File: src/rtl/point_on_curve_check.sv
// point_on_curve_check: checks that an affine point (x, y) satisfies
// y^2 == x^3 + B (mod P), or is the (0,0) identity encoding.
//
// Ports:
//   clk, reset_n          clock, async active-low reset
//   in_valid / in_ready   input handshake for x_in, y_in (WIDTH bits each)
//   out_valid / out_ready result handshake; outputs held until accepted
//   on_curve              point is on the curve or is the identity
//   is_infinity           input was (0,0)
//   out_of_range          x or y >= P (only with POC_RANGE_CHECK_EN)
//
// Optional: define POC_RANGE_CHECK_EN to reject unreduced coordinates.
// A single bit-serial MSB-first modular multiplier computes y*y, x*x
// and xx*x in turn, WIDTH cycles each.
module point_on_curve_check #(
   parameter int WIDTH = 256,
   parameter logic [WIDTH-1:0] P =
      256'hFFFFFFFF_FFFFFFFF_FFFFFFFF_FFFFFFFF_FFFFFFFF_FFFFFFFF_FFFFFFFE_FFFFFC2F,
   parameter logic [WIDTH-1:0] B = 256'd7
) (
   input  logic             clk,
   input  logic             reset_n,
   input  logic             in_valid,
   output logic             in_ready,
   input  logic [WIDTH-1:0] x_in,
   input  logic [WIDTH-1:0] y_in,
   output logic             out_valid,
   input  logic             out_ready,
`ifdef POC_RANGE_CHECK_EN
   output logic             out_of_range,
`endif
   output logic             on_curve,
   output logic             is_infinity
);

   localparam int CW = $clog2(WIDTH);
   localparam logic [CW-1:0] CNT_TOP = CW'(WIDTH - 1);

   typedef enum logic [2:0] {
      IDLE,
      CLASSIFY,
      MUL_YY,
      MUL_XX,
      MUL_XXX,
      FINAL,
      DONE
   } state_t;

   state_t state, state_nxt;

   logic [WIDTH-1:0] x_r, y_r;
   logic [WIDTH-1:0] acc, yy, xx;
   logic [CW-1:0]    cnt;

   logic [WIDTH-1:0] mul_a, mul_b;
   logic             mul_bit;
   logic [WIDTH:0]   dbl, dbl_red, add, add_red;
   logic [WIDTH-1:0] step;
   logic [WIDTH:0]   sum;
   logic [WIDTH-1:0] rhs;
   logic             is_zero, bad_range, last;

   assign in_ready  = (state == IDLE);
   assign out_valid = (state == DONE);
   assign is_zero   = (x_r == '0) && (y_r == '0);
   assign last      = (cnt == '0);

`ifdef POC_RANGE_CHECK_EN
   assign bad_range = (x_r >= P) || (y_r >= P);
`else
   assign bad_range = 1'b0;
`endif

   // Operand selection: multiplicand a, multiplier bits from b.
   always_comb begin
      mul_a = '0;
      mul_b = '0;
      unique case (state)
         MUL_YY: begin
            mul_a = y_r;
            mul_b = y_r;
         end
         MUL_XX: begin
            mul_a = x_r;
            mul_b = x_r;
         end
         MUL_XXX: begin
            mul_a = xx;
            mul_b = x_r;
         end
         default: ;
      endcase
   end

   // One add-shift step; each partial stays below P so one
   // conditional subtract per double/add suffices.
   always_comb begin
      mul_bit = mul_b[cnt];
      dbl     = {acc, 1'b0};
      dbl_red = (dbl >= {1'b0, P}) ? dbl - {1'b0, P} : dbl;
      add     = dbl_red + {1'b0, mul_a};
      add_red = (add >= {1'b0, P}) ? add - {1'b0, P} : add;
      step    = mul_bit ? add_red[WIDTH-1:0] : dbl_red[WIDTH-1:0];
      sum     = {1'b0, xx} + {1'b0, B};
      rhs     = (sum >= {1'b0, P}) ? WIDTH'(sum - {1'b0, P})
                                   : sum[WIDTH-1:0];
   end

   always_comb begin
      state_nxt = state;
      unique case (state)
         IDLE:     if (in_valid) state_nxt = CLASSIFY;
         CLASSIFY: begin
            if (bad_range || is_zero) state_nxt = DONE;
            else                      state_nxt = MUL_YY;
         end
         MUL_YY:   if (last) state_nxt = MUL_XX;
         MUL_XX:   if (last) state_nxt = MUL_XXX;
         MUL_XXX:  if (last) state_nxt = FINAL;
         FINAL:    state_nxt = DONE;
         DONE:     if (out_ready) state_nxt = IDLE;
         default:  state_nxt = IDLE;
      endcase
   end

   always_ff @(posedge clk or negedge reset_n) begin
      if (!reset_n) state <= IDLE;
      else          state <= state_nxt;
   end

   always_ff @(posedge clk or negedge reset_n) begin
      if (!reset_n) begin
         x_r          <= '0;
         y_r          <= '0;
         acc          <= '0;
         yy           <= '0;
         xx           <= '0;
         cnt          <= '0;
         on_curve     <= 1'b0;
         is_infinity  <= 1'b0;
`ifdef POC_RANGE_CHECK_EN
         out_of_range <= 1'b0;
`endif
      end else begin
         unique case (state)
            IDLE: begin
               if (in_valid) begin
                  x_r          <= x_in;
                  y_r          <= y_in;
                  acc          <= '0;
                  cnt          <= CNT_TOP;
                  on_curve     <= 1'b0;
                  is_infinity  <= 1'b0;
`ifdef POC_RANGE_CHECK_EN
                  out_of_range <= 1'b0;
`endif
               end
            end
            CLASSIFY: begin
               if (bad_range) begin
`ifdef POC_RANGE_CHECK_EN
                  out_of_range <= 1'b1;
`endif
                  on_curve     <= 1'b0;
                  is_infinity  <= 1'b0;
               end else if (is_zero) begin
                  on_curve    <= 1'b1;
                  is_infinity <= 1'b1;
               end
            end
            MUL_YY, MUL_XX, MUL_XXX: begin
               if (last) begin
                  acc <= '0;
                  cnt <= CNT_TOP;
                  if (state == MUL_YY) yy <= step;
                  else                 xx <= step;
               end else begin
                  acc <= step;
                  cnt <= cnt - 1'b1;
               end
            end
            FINAL: begin
               on_curve    <= (yy == rhs);
               is_infinity <= 1'b0;
            end
            default: ;
         endcase
      end
   end

endmodule

File: config.mk
export PLATFORM = sky130hd
export DESIGN_NAME = point_on_curve_check
export DESIGN_NICKNAME = d
export VERILOG_FILES = /design/src/rtl/point_on_curve_check.sv
export SDC_FILE = /design/constraint.sdc
export NUM_CORES = 2
export LEC_CHECK = 0
export BUFFER_PORTS_ARGS = -buffer_cell sky130_fd_sc_hd__buf_4
export CAP_MARGIN = 30
export CORE_MARGIN = 5
export CORE_UTILIZATION = 45
export DETAILED_ROUTE_END_ITERATION = 10
export GPL_TIMING_DRIVEN = 0
export SLEW_MARGIN = 20
export SYNTH_ARGS = -nofsm -noshare
export SYNTH_HDL_FRONTEND = slang
export SYNTH_SLANG_ARGS = --single-unit
File: constraint.sdc
create_clock -name clk -period 13.26 [get_ports clk]
set_clock_uncertainty 0.2 [all_clocks]
set_input_delay 0 -clock clk [delete_from_list [all_inputs] [get_ports clk]]
set_output_delay 0 -clock clk [all_outputs]
set_load 0.01 [all_outputs]
==> metrics.cfg, run 1 <==
[outcome]
outcome=did not finish
stop_stage=global routing
error=[ERROR GRT-0116] Global routing finished with congestion. Check the congestion regions in the DRC Viewer.

[synthesis]
yosysWarnings=0
ys_types=125
synth_area_leader_cell=dfrtp_1
synth_edf_count=0
synth_top_area_share_pct=28.34
seq_area_frac_synth_pct=28.34
syn_area_um2=114200
synthTopCellsByArea=dfrtp_1 (28%), nand2_1 (6.5%), mux2_2 (6.2%)
synth_nets=15144
avgSynthCellArea_um2=7.948
synthArstFlopShare_pct=100.0
synth_seq_cells=1293
synth-main-ff-cell=dfrtp_1
synthCells=14364

[placed_design]
routabilityCongestion=1.195
io_buffer_count=519
place_ws_ns=-2.335
dp_hpwl_mm=702.1
placedInstanceArea_um2=124500

[global_route]
grt_usage_pct=73.27
grt_pass1_wl_mm=1346
grt_pass1_vias=154700
grt_max_degree=155
grt_remaining_overflow=264

[floorplanning]
die_w_um=513.7
die_y_um=513.7
pin_count=520
fp-row-count=185
floorplan.initialDensity_pct=45.09

[clocking]
cts.sinks=1293
cts_root_buf=clkbuf_16
h-tree-depth=4
clk_path_buf_depth=4
cts_made_buffers=151

[kinds of logic after synthesis]
| group | after synthesis | synth area share, % |
|---|---|---|
| AOI/OAI and AO/OA | 3533 | 21.04 |
| xor gates and xnor gates | 1172 | 9.004 |
| adders and majority gates | 264 | 2.900 |
| buffers and inverters | 1085 | 3.767 |
| DFF | 1293 | 28.34 |
| muxes | 921 | 8.821 |
| and+or+nand+nor | 6096 | 26.13 |
[per-stage QoR]
stage	hold slack, ns	std cells
3_3_place_gp	0.03295	18249
4_1_cts	0.004467	19706
3_5_place_dp	-0.2877	18408
2_1_floorplan	-0.4956	14364
[what timing repair did]
| action | CTS |
|---|---|
| endpoints found under the setup margin | 768 |
| endpoints found under the hold margin | 938 |
| pin swaps | 8 |
| gates resized for setup | 141 |
| buffers inserted | 11 |
| hold buffers | 1030 |
[cell usage after synthesis (36+ instances only)]
| cell | number |
|---|---|
| a211oi_2 | 43 |
| a22o_1 | 218 |
| or3_1 | 108 |
| nor4_1 | 401 |
| a31oi_1 | 144 |
| nand3_1 | 521 |
| nand2b_1 | 56 |
| a21oi_1 | 703 |
| xnor2_1 | 701 |
| a21o_1 | 87 |
| or4_1 | 75 |
| o221ai_1 | 91 |
| ha_1 | 263 |
| xor2_1 | 469 |
| and3_1 | 175 |
| a22oi_1 | 174 |
| o21ai_1 | 117 |
| o21a_1 | 54 |
| or2_2 | 51 |
| mux2i_1 | 285 |
| and2_1 | 113 |
| dfrtp_1 | 1293 |
| nor2_1 | 1306 |
| nor3_1 | 382 |
| buf_2 | 124 |
| mux2_2 | 631 |
| nand4_1 | 565 |
| nand2_1 | 1972 |
| and4_1 | 133 |
| o211ai_1 | 56 |
| a221oi_1 | 121 |
| o21ai_0 | 781 |
| nor2b_1 | 38 |
| o31ai_1 | 319 |
| inv_1 | 191 |
| a2111oi_2 | 36 |
| o22ai_1 | 53 |
| a211oi_1 | 151 |
| clkbuf_1 | 698 |
| buf_1 | 58 |
| o21bai_1 | 46 |
[routing by layer]
metal  track usage (%)  overflow
met1             77.29        40
met2             84.93       103
met3             64.08        44
met4             61.46        67
met5             34.50        10
==> run 2: changes to the inputs <==
--- a/config.mk
+++ b/config.mk
@@ -8,9 +8,10 @@
 export BUFFER_PORTS_ARGS = -buffer_cell sky130_fd_sc_hd__buf_4
 export CAP_MARGIN = 30
 export CORE_MARGIN = 5
-export CORE_UTILIZATION = 45
+export CORE_UTILIZATION = 30
 export DETAILED_ROUTE_END_ITERATION = 10
 export GPL_TIMING_DRIVEN = 0
+export PLACE_DENSITY_LB_ADDON = 0.15
 export SLEW_MARGIN = 20
 export SYNTH_ARGS = -nofsm -noshare
 export SYNTH_HDL_FRONTEND = slang
==> run 2 against run 1 <==
  * The flow now finishes, with violations (setup timing)
  * Synthesized cell count unchanged
  * Synthesized area unchanged
==> metrics.cfg, run 2 <==
[placed_design]
placed_cells=20129
dp_hpwl_mm=819.5
routabilityCongestion=1.114
io_buffer_count=519

[synthesis]
yosys-mux-area-fraction_pct=8.821
synth_nets=15144
synthCells=14364
synthXorXnorAreaFrac_pct=9.004
synth_simple_gate_area_share_pct=26.13
seq_area_frac_synth_pct=28.34
synth_seq_cells=1293
synthTopCellsByArea=dfrtp_1 (28%), nand2_1 (6.5%), mux2_2 (6.2%)
synth-main-ff-cell=dfrtp_1
synth_edf_count=0
yosysWarnings=0
synthTopCellsByCount=nand2_1 (1972), nor2_1 (1306), dfrtp_1 (1293)
synth_area_leader_cell=dfrtp_1
synthArstFlopShare_pct=100.0
synth_compound_area_share_pct=21.04
avgSynthCellArea_um2=7.948
ys_types=125
yosysMostFrequentCell=nand2_1
synth_fa_ha_area_share_pct=2.900
syn_area_um2=114200
synth_top_area_share_pct=28.34
synth_top_family_by_area=simple AND/OR/NAND/NOR gates

[cells_and_area]
fillerInstances=39391
area_growth_pct=29.41
drive_above_1_share_pct=16.77
final_cell_mix=nand2_1 (1967), dfrtp_1 (1293), nor2_1 (1279)
final_cells=21679
multi_input_comb_area_um2=80860
nets=17214
final_common_cell=nand2_1
seqCellArea_um2=32360

[run]
maxCapViolCount=0

[critical_path]
rr_startpoint=acc[224]
cp_slowest_cell=xnor2_1
worstSetupPathType=reg -> reg
r2r-end=acc[190]
critPathMaxFanout=10
rr_worst_depth=35
arrival_ns=14.39
worstSetupStartpointType=register
ff2ff_setup_slack_ns=-0.51
crit_path_end_kind=register
crit_required_ns=13.88
cp_slowest_stage_delay_ns=0.91

[route]
wirelength_mm=956.1
num_vias=140128
firstDrtPassIters=8
via_per_inst=6.464
dr.first_iter.drc_count=20446
post-route-drc-count=0
wire_per_inst_um=44.10
ant_nets=0

[timing]
final_hold_viol_count=0
period_needed_ns=13.77
slew_viol_final=0
fmax_mhz=72.62
tightestPinTransition_ns=1.300
slew_headroom_pct=12.92
final.period_utilization_pct=103.8
fin_ws_ns=-0.5100
setup_viol=669
tns_ns=-148.80

[min_path]
hold_path_startpoint=in_valid
hold_depth=5
min_to=state[0]
hold_class=in -> reg

[global_route]
grt_max_degree=130
grt_pass1_wl_mm=1231
antenna_found_initial=117
grt_pass1_vias=128141
grt_remaining_overflow=0
grt_usage_pct=46.60

[clocking]
cts_made_buffers=167
cts_tree=done
cts.sinks=1293
cts_root_buf=clkbuf_16
insertion_delay_ns=0.97
clk_path_buf_depth=4
h-tree-depth=4
clkTransAtPathRegs_ns=0.06

[power_and_ir_drop]
irDropWorstVdd_v=0.0003037
pwr_density_cell_nw_per_um2=319.7
p_leak_nw=56.03

[floorplanning]
core_um2=378900
die_y_um=626.9
fp-row-count=226
die_w_um=626.9
dieArea_um2=393000
floorplan.initialDensity_pct=30.13
pin_count=520

[outcome]
outcome=finished, violations left
violations=setup timing

run 2: how the worst max path moves through the flow:
| stage | from | end | cells past startpoint |
|---|---|---|---|
| CTS | acc[130] | xx[188] | 41 |
| detailed placement | acc[9] | yy[156] | 38 |
| finish | acc[224] | acc[190] | 35 |
| global route | acc[130] | yy[149] | 41 |
| global placement | acc[9] | yy[156] | 37 |
| floorplan | acc[130] | xx[149] | 38 |
run 2: critical path, delay by kind of cell (launching register included):
kind / cells / cell delay (ns)
adders and majority gates: 1 / 0.39
buffers and inverters: 6 / 1.49
DFF: 1 / 0.49
AOI/OAI and AO/OA: 11 / 4.28
xor gates and xnor gates: 2 / 1.21
and+or+nand+nor: 15 / 5.49
run 2: power breakdown:
| part | switching [mW] | internal, mW |
|---|---|---|
| logic | 27.4 | 9.00 |
| clock network | 2.12 | 2.80 |
| registers | 1.18 | 4.76 |
| total | 30.7 | 16.6 |
run 2: repair_timing:
action,4_1_cts,5_1_grt
setup endpoints to repair,768,750
setup buffers,40,40
endpoints found under the hold margin,1019,0
pin swaps,31,23
hold buffers,1030,0
resized for setup,263,201
run 2: final cells by class:
cell class | instances | share of cell area (%)
clock inverter | 80 | 0.6986
buffer | 882 | 2.562
timing repair buffer | 1911 | 12.07
clock buffer | 217 | 3.138
multi-input combinational | 11986 | 54.73
tap | 5016 | 4.248
inverter | 193 | 0.4903
sequential | 1293 | 21.90
antenna | 101 | 0.1711
run 2: cell families (layout without fill, tap and decap cells):
logic type | after synthesis | after routing
simple gates | 6096 | 6096
compound gates | 3533 | 3533
flops | 1293 | 1293
xor+xnor | 1172 | 1172
buf+inv | 1085 | 3283
mux | 921 | 921
fa+ha+maj | 264 | 264
other cells | 0 | 101
run 2: routing by layer:
layer / track usage [%] / vias up / share of wire [%]
met2: 60.61 / 9650 / 37
met5: 0.01235 / - / 0.051
li1: - / 57846 / -
met4: 26.31 / 68 / 7.1
met1: 61.88 / 70842 / 41
met3: 22.29 / 1722 / 14
run 2: through the flow:
| stage | hold slack, ns | area, µm² | setup WS (ns) | power, mW | util, % |
|---|---|---|---|---|---|
| finish | 0.04710 | 147700 | -0.5100 | 47.24 | 38.99 |
| global route | 0.06605 | 147500 | -0.02073 | 47.21 | 38.93 |
| CTS | 0.006187 | 145500 | 0.008043 | 43.70 | 38.41 |
| detailed placement | -0.2359 | 127700 | -3.099 | 37.88 | 33.69 |
| global placement | 0.03305 | 124300 | -6.332 | 37.29 | 32.82 |
| floorplan | -0.4956 | 114200 | 3.301 | 21.37 | - |
Note: power is estimated with default switching activity, not from simulation.
